===== src/rtl/pwl_line_sequencer_if.sv =====
// Line-table bundle shared by the register group (writer) and the PWL generator (reader).
interface IRegs #(
  parameter int PARAM_SIZE = 32,
  parameter int POINTS     = 9
);
  logic [PARAM_SIZE-1:0] linea     [POINTS];
  logic [PARAM_SIZE-1:0] linet     [POINTS];
  logic [PARAM_SIZE-1:0] linet_int [POINTS];
  logic [PARAM_SIZE-1:0] offset    [POINTS];
  logic [PARAM_SIZE-1:0] linenmb;
  logic [PARAM_SIZE-1:0] repeatcycle;

  modport in (input linea, linet, linet_int, offset, linenmb, repeatcycle);
endinterface


===== src/rtl/pwl_line_sequencer.sv =====
// Plays a snapshot of the line table as a piecewise-linear signed sample stream,
// one accumulated sample per step with interval spacing, line skipping and pass repeats.
module pwl_line_sequencer #(
  parameter int PARAM_SIZE = 32,
  parameter int POINTS     = 9
) (
  input  logic                          aclk,
  input  logic                          aresetn,
  IRegs.in                              regs,
  input  logic                          start,
  input  logic                          stop,
  output logic                          busy,
  output logic                          done,
  output logic                          sample_valid,
  output logic signed [PARAM_SIZE-1:0]  sample,
  output logic [$clog2(POINTS)-1:0]     line_idx
);
  localparam int IW = $clog2(POINTS);
  localparam int CW = IW + 1;

  localparam logic [2:0] S_IDLE = 3'd0;
  localparam logic [2:0] S_LOAD = 3'd1;
  localparam logic [2:0] S_RUN  = 3'd2;
  localparam logic [2:0] S_NEXT = 3'd3;
  localparam logic [2:0] S_FIN  = 3'd4;

  logic signed [PARAM_SIZE-1:0] sh_a   [POINTS];
  logic signed [PARAM_SIZE-1:0] sh_off [POINTS];
  logic        [PARAM_SIZE-1:0] sh_t   [POINTS];
  logic        [PARAM_SIZE-1:0] sh_int [POINTS];
  logic        [CW-1:0]         lines;

  logic [2:0]                   state, state_d;
  logic [CW-1:0]                pos, pos_d;
  logic [PARAM_SIZE-1:0]        cnt, cnt_d;
  logic [PARAM_SIZE-1:0]        gap, gap_d;
  logic [PARAM_SIZE-1:0]        passes, passes_d;
  logic signed [PARAM_SIZE-1:0] acc_p0, acc_d;
  logic signed [PARAM_SIZE-1:0] sample_d;
  logic [IW-1:0]                idx_d;
  logic                         vld_d;

  logic                         accept, adv, enter;
  logic [CW-1:0]                tgt, nxt;
  logic [IW-1:0]                ti, cur;

  function automatic logic signed [PARAM_SIZE-1:0] wrap_add(
    input logic signed [PARAM_SIZE-1:0] x,
    input logic signed [PARAM_SIZE-1:0] y
  );
    return x + y;
  endfunction

  assign accept = (state == S_IDLE) && start && !stop;
  assign cur    = pos[IW-1:0];
  assign busy   = (state == S_LOAD) || (state == S_RUN) || (state == S_NEXT);
  assign done   = (state == S_FIN);

  // Snapshot taken on the accepting edge, so the table is stable from LOAD onward
  always_ff @(posedge aclk) begin
    if (accept) begin
      for (int i = 0; i < POINTS; i++) begin
        sh_a[i]   <= $signed(regs.linea[i]);
        sh_off[i] <= $signed(regs.offset[i]);
        sh_t[i]   <= regs.linet[i];
        sh_int[i] <= regs.linet_int[i];
      end
      lines <= (regs.linenmb > PARAM_SIZE'(POINTS)) ? CW'(POINTS) : regs.linenmb[CW-1:0];
    end
  end

  always_comb begin
    state_d  = state;
    pos_d    = pos;
    cnt_d    = cnt;
    gap_d    = gap;
    passes_d = passes;
    acc_d    = acc_p0;
    sample_d = sample;
    idx_d    = line_idx;
    vld_d    = 1'b0;
    adv      = 1'b0;
    enter    = 1'b0;
    tgt      = '0;
    nxt      = pos + 1'b1;
    ti       = '0;

    case (state)
      S_IDLE: if (accept) begin
        state_d  = S_LOAD;
        passes_d = regs.repeatcycle;
      end
      S_LOAD: begin
        if (stop)               state_d = S_IDLE;
        else if (lines == '0)   state_d = S_FIN;
        else                    enter   = 1'b1;
      end
      S_RUN: begin
        if (stop)               state_d = S_IDLE;
        else if (gap != '0)     gap_d   = gap - 1'b1;
        else if (cnt != '0) begin
          vld_d    = 1'b1;
          sample_d = acc_p0;
          idx_d    = cur;
          acc_d    = wrap_add(acc_p0, sh_a[cur]);
          cnt_d    = cnt - 1'b1;
          gap_d    = sh_int[cur];
        end else                adv     = 1'b1;
      end
      S_NEXT: begin
        if (stop)               state_d = S_IDLE;
        else if (pos >= lines)  state_d = S_FIN;
        else                    adv     = 1'b1;
      end
      S_FIN:                    state_d = S_IDLE;
      default:                  state_d = S_IDLE;
    endcase

    // passes==0 means repeat forever; otherwise it counts down to the final pass
    if (adv) begin
      if (nxt < lines) begin
        enter = 1'b1;
        tgt   = nxt;
      end else if (passes == '0 || passes != PARAM_SIZE'(1)) begin
        enter = 1'b1;
        if (passes != '0) passes_d = passes - 1'b1;
      end else begin
        state_d = S_NEXT;
        pos_d   = lines;
      end
    end

    // Entering a line emits its first sample on the same edge, or spends a NEXT cycle if empty
    if (enter) begin
      ti    = tgt[IW-1:0];
      pos_d = tgt;
      if (sh_t[ti] == '0) begin
        state_d = S_NEXT;
      end else begin
        state_d  = S_RUN;
        vld_d    = 1'b1;
        sample_d = sh_off[ti];
        idx_d    = ti;
        acc_d    = wrap_add(sh_off[ti], sh_a[ti]);
        cnt_d    = sh_t[ti] - 1'b1;
        gap_d    = sh_int[ti];
      end
    end
  end

  always_ff @(posedge aclk) begin
    if (!aresetn) begin
      state        <= S_IDLE;
      pos          <= '0;
      cnt          <= '0;
      gap          <= '0;
      passes       <= '0;
      sample_valid <= 1'b0;
      sample       <= '0;
      line_idx     <= '0;
    end else begin
      state        <= state_d;
      pos          <= pos_d;
      cnt          <= cnt_d;
      gap          <= gap_d;
      passes       <= passes_d;
      sample_valid <= vld_d;
      sample       <= sample_d;
      line_idx     <= idx_d;
    end
  end

  always_ff @(posedge aclk) begin
    acc_p0 <= acc_d;
  end
endmodule


===== src/flat_wrapper.sv =====
// flat-port wrapper written by rule: the top's interface ports become plain ports
module pwl_line_sequencer_flat 
#(
  parameter int PARAM_SIZE = 32,
  parameter int POINTS     = 9
)
  (aclk, aresetn, start, stop, busy, done, sample_valid, sample, line_idx, regs_linea, regs_linet, regs_linet_int, regs_offset, regs_linenmb, regs_repeatcycle);
  IRegs #(.PARAM_SIZE(PARAM_SIZE), .POINTS(POINTS)) regs_i ();
  input  logic aclk;
  input  logic aresetn;
  input  logic start;
  input  logic stop;
  output logic busy;
  output logic done;
  output logic sample_valid;
  output logic signed [PARAM_SIZE-1:0] sample;
  output logic [$clog2(POINTS)-1:0] line_idx;
  input wire logic [$bits(regs_i.linea)-1:0] regs_linea;
  input wire logic [$bits(regs_i.linet)-1:0] regs_linet;
  input wire logic [$bits(regs_i.linet_int)-1:0] regs_linet_int;
  input wire logic [$bits(regs_i.offset)-1:0] regs_offset;
  input wire logic [$bits(regs_i.linenmb)-1:0] regs_linenmb;
  input wire logic [$bits(regs_i.repeatcycle)-1:0] regs_repeatcycle;
  assign regs_i.linea = {>>{regs_linea}};
  assign regs_i.linet = {>>{regs_linet}};
  assign regs_i.linet_int = {>>{regs_linet_int}};
  assign regs_i.offset = {>>{regs_offset}};
  assign regs_i.linenmb = regs_linenmb;
  assign regs_i.repeatcycle = regs_repeatcycle;
  pwl_line_sequencer #(.PARAM_SIZE(PARAM_SIZE), .POINTS(POINTS)) u_core (.aclk(aclk), .aresetn(aresetn), .regs(regs_i), .start(start), .stop(stop), .busy(busy), .done(done), .sample_valid(sample_valid), .sample(sample), .line_idx(line_idx));
endmodule

===== config.mk =====
export PLATFORM = sky130hd
export DESIGN_NAME = pwl_line_sequencer_flat
export DESIGN_NICKNAME = d
export VERILOG_FILES = /design/src/rtl/pwl_line_sequencer_if.sv /design/src/rtl/pwl_line_sequencer.sv /design/src/flat_wrapper.sv
export SDC_FILE = /design/constraint.sdc
export NUM_CORES = 2
export LEC_CHECK = 0
export CAP_MARGIN = 20
export CORE_AREA = 4 4 491 493
export CTS_CLUSTER_DIAMETER = 50
export DETAILED_ROUTE_END_ITERATION = 16
export DIE_AREA = 0 0 495 497
export PLACE_DENSITY = 0.49
export SLEW_MARGIN = 5
export SYNTH_ARGS = -nofsm -noshare
export SYNTH_HDL_FRONTEND = slang
export SYNTH_SLANG_ARGS = --single-unit

===== constraint.sdc =====
create_clock -name aclk -period 84.5 [get_ports aclk]
set_input_delay 21.125 -clock aclk [delete_from_list [all_inputs] [get_ports aclk]]
set_output_delay 21.125 -clock aclk [all_outputs]
set_load 0.01 [all_outputs]

==> flow_summary.json <==
{
  "max_freq_mhz": 34.3,
  "start_kind": "primary input",
  "async_reset_ff_share_pct": 0,
  "seq_area_frac_synth_pct": 61.5,
  "swShare_pct": 27.4,
  "wl_met2_um": 131000,
  "critPathMaxFanout": 45,
  "worst_pin_slew_ns": 1.20,
  "grt_use_total_pct": 21.9,
  "crit_cells": 23,
  "hold_slack_ns": 0.489,
  "relSlewSlack_pct": 19.4,
  "synth_seq_cells": 1334,
  "cts_tree": "built",
  "rows": 179,
  "p_per_area_mw_per_mm2": 22.7,
  "hold_class": "reg2reg",
  "drv_slew": 0,
  "first_pass_iters": 6,
  "clock_power_share_pct": 43.7,
  "route.met3.wl_um": 23500,
  "p_comb_share_pct": 15.5,
  "cp_slowest_cell": "o41ai_2",
  "drc": 0,
  "grt_overflow": 0,
  "finalHoldViolCount": 0,
  "path_buf_inv": 3,
  "reg2regPathDepth": 30,
  "grt_max_degree": 188,
  "num_vias": 50401,
  "path_clk_slew_ns": 0.05,
  "endpoint_kind": "flip-flop",
  "switchingPower_mw": 0.530,
  "critPathTopFamily": "compound AO/OA/AOI/OAI gates",
  "io_buffer_count": 1258,
  "grt_antenna_before_repair": 123,
  "h-tree-depth": 4,
  "synth_fp_nets": 6579,
  "final_cell_mix": "clkdlybuf4s50_1, edfxtp_1, nand2_1, nand3_1, o21ai_0",
  "core_sq_mm": 0.237,
  "grt_pass1_wl_um": 384000,
  "syn_to_final_growth_pct": 37.2,
  "layout-drive-gt1-share_pct": 9.68,
  "leakagePower_nw": 29.6,
  "num-nets-final": 7785,
  "cts.repair.resized": 0,
  "fin_crit_sh_pct": 34.5,
  "clkLatencyLatePin_ns": 0.86,
  "final.setup.worst_slack_ns": 55.36,
  "vias_per_cell": 5.10,
  "ant_nets": 0,
  "dpl.hpwl_um": 211000,
  "grt_pass1_vias": 49978,
  "tns_ns": 0,
  "maxCapViolations": 0,
  "ioPinCount": 1259,
  "yosysWarnings": 0,
  "initial_core_util_pct": 26.3,
  "syn_inst": 5277,
  "finClkSkew_ns": 0.103,
  "whs_path_depth": 1,
  "die-area_sq_mm": 0.246,
  "fin_util_pct": 36.1,
  "drt_iter0_drc": 4738,
  "setup_viol": 0,
  "final_common_cell": "clkdlybuf4s50_1",
  "die_h_um": 497,
  "cts_root_buf": "clkbuf_16",
  "cts_setup_buffers": 0,
  "die_w_um": 495,
  "top_layer": "met5",
  "wl_per_cell_um": 28.4,
  "ir_worst_vdd_uv": 17.1,
  "cts_made_buffers": 197,
  "crit_path_frequent_cell": "nand3_1",
  "max_stage_delay_ns": 0.90,
  "synth_flop_cell": "edfxtp_1",
  "routedLengthMet1_um": 117000,
  "path_cells": "clkdlybuf4s50_1 > or3b_1 > o41ai_2 > nand2_1 > a21oi_4 > buf_4 > buf_4 > nand3_1 > and3_1 > a31oi_1 > o21ai_0 > ha_1 > nand3_1 > or2_2 > o21a_1 > o2111ai_1 > nand3_1 > a41oi_1 > o31a_1 > a221o_1 > nand4_1 > o311a_1 > o21ai_0",
  "required_ns": 85.18,
  "cts_buffer_depth": 3,
  "power_frac_seq_pct": 40.8,
  "dp_slack_ns": 54.71,
  "synth_edf_count": 1157,
  "criticalPathCategory": "in2reg",
  "gp_congestion": 0.878,
  "drt_wl_total_um": 281000,
  "rsz0062_at_grt": "no",
  "avgSynthCellArea_sq_um": 11.8,
  "syn_area_sq_mm": 0.0623,
  "cts_sinks": 1334,
  "outcome": "finished clean",
  "synth_cell_types": 84,
  "cp.arrival_ns": 29.81,
  "p_int_mw": 1.41,
  "fin_crit_ns": 29.14,
  "hold_buffers": 0
}
-- power by group through the flow --
stage               Sequential [mW]  Combinational, mW  Clock (mW)
floorplan                     0.837              0.165           0
global placement              0.803              0.296           0
detailed placement            0.803              0.299           0
CTS                           0.790              0.301       0.869
global route                  0.793              0.326       0.898
finish                        0.790              0.300       0.848
-- flip-flops by register name, indices dropped and copies added (netlist names), 3 cells and up, named ones only --
signal and count:
u_core.acc_p0 32, u_core.sh_int 288, u_core.cnt 32, u_core.sh_off 288, u_core.line_idx 4, u_core.lines 5
u_core.gap 32, u_core.state 3, u_core.sh_t 288, u_core.pos 5, u_core.sh_a 288, u_core.sample 32
u_core.passes 32
-- final cells by class --
cell class	count	area, sq um
repair buffers	1349	13400
fillers	23437	152000
clock buffers	223	5070
multi-input cells	3562	22600
inverters	39	156
flip-flops and latches	1334	38300
clock inverters	145	1800
diodes	54	135
well taps	3167	3960
-- path summary, 6_finish.rpt --
check                               startpoint                           end  slack (ns)
setup / recovery                          stop     u_core.acc_p0[30]$_DFF_P_       55.36
hold reg to reg   u_core.passes[31]$_SDFF_PN0_  u_core.passes[31]$_SDFF_PN0_        0.49
hold / removal    u_core.passes[31]$_SDFF_PN0_  u_core.passes[31]$_SDFF_PN0_        0.49
setup reg to reg    u_core.pos[1]$_SDFFE_PN0P_     u_core.acc_p0[31]$_DFF_P_       74.54
-- kinds of logic (layout without fill, tap and decap cells) --
kind of cell	count (synthesis)	count (layout)	synth area share [%]
fa+ha+maj	82	82	1.67
buf+inv	381	1756	2.45
other cells	1	55	0.00602
xor+xnor	112	112	1.58
mux	278	278	7.71
simple gates	2162	2162	15.4
compound gates	927	927	9.70
flops	1334	1334	61.5
-- Yosys cell counts (15+ instances only) --
cell type / instances / share of area, %
edfxtp_1: 1157 / 56
nand2_1: 1095 / 6.6
nand3_1: 464 / 3.7
clkbuf_1: 258 / 1.6
o21ai_0: 256 / 2.1
nor2_1: 241 / 1.5
a21oi_1: 202 / 1.6
dfxtp_1: 177 / 5.7
mux4_2: 160 / 5.8
a31oi_1: 108 / 1.1
and3_1: 103 / 1.0
mux2i_1: 103 / 1.7
nor3_1: 86 / 0.69
ha_1: 80 / 1.6
xnor2_1: 63 / 0.89
xor2_1: 49 / 0.69
o211a_1: 44 / 0.71
buf_1: 41 / 0.25
nor4_1: 40 / 0.40
inv_1: 36 / 0.22
a211o_1: 31 / 0.44
buf_2: 31 / 0.25
o211ai_1: 30 / 0.36
a211oi_1: 28 / 0.34
o21a_1: 24 / 0.29
a21o_1: 23 / 0.28
or3_1: 22 / 0.22
a22o_1: 20 / 0.28
and2_1: 18 / 0.18
a32oi_1: 17 / 0.24
nand2b_1: 16 / 0.16
nand4_1: 16 / 0.16
mux2_2: 15 / 0.27
-- per-layer routing --
layer	vias to the layer above	global-route usage [%]
met1	25168	28.4
met3	497	5.69
met5	-	0
met4	74	7.07
li1	22336	-
met2	2326	35.4
-- stage by stage --
| step | instance area, sq um | cells | power, mW |
|---|---|---|---|
| finish | 85400 | 9873 | 1.94 |
| global route | 85400 | 9851 | 2.02 |
| CTS | 85300 | 9819 | 1.96 |
| detailed placement | 78400 | 9451 | 1.10 |
| global placement | 78400 | 9448 | 1.10 |
| floorplan | 62300 | 5277 | 1.00 |
-- worst reg2reg max path: cells and delay by family, from the launching register on --
kind	cells	cell delay, ns
compound gates	12	3.59
xor+xnor	2	0.25
fa+ha+maj	3	1.14
buf+inv	7	3.23
flops	1	0.47
mux	1	0.09
simple gates	5	1.06
Note: power is estimated with default switching activity, not from simulation.
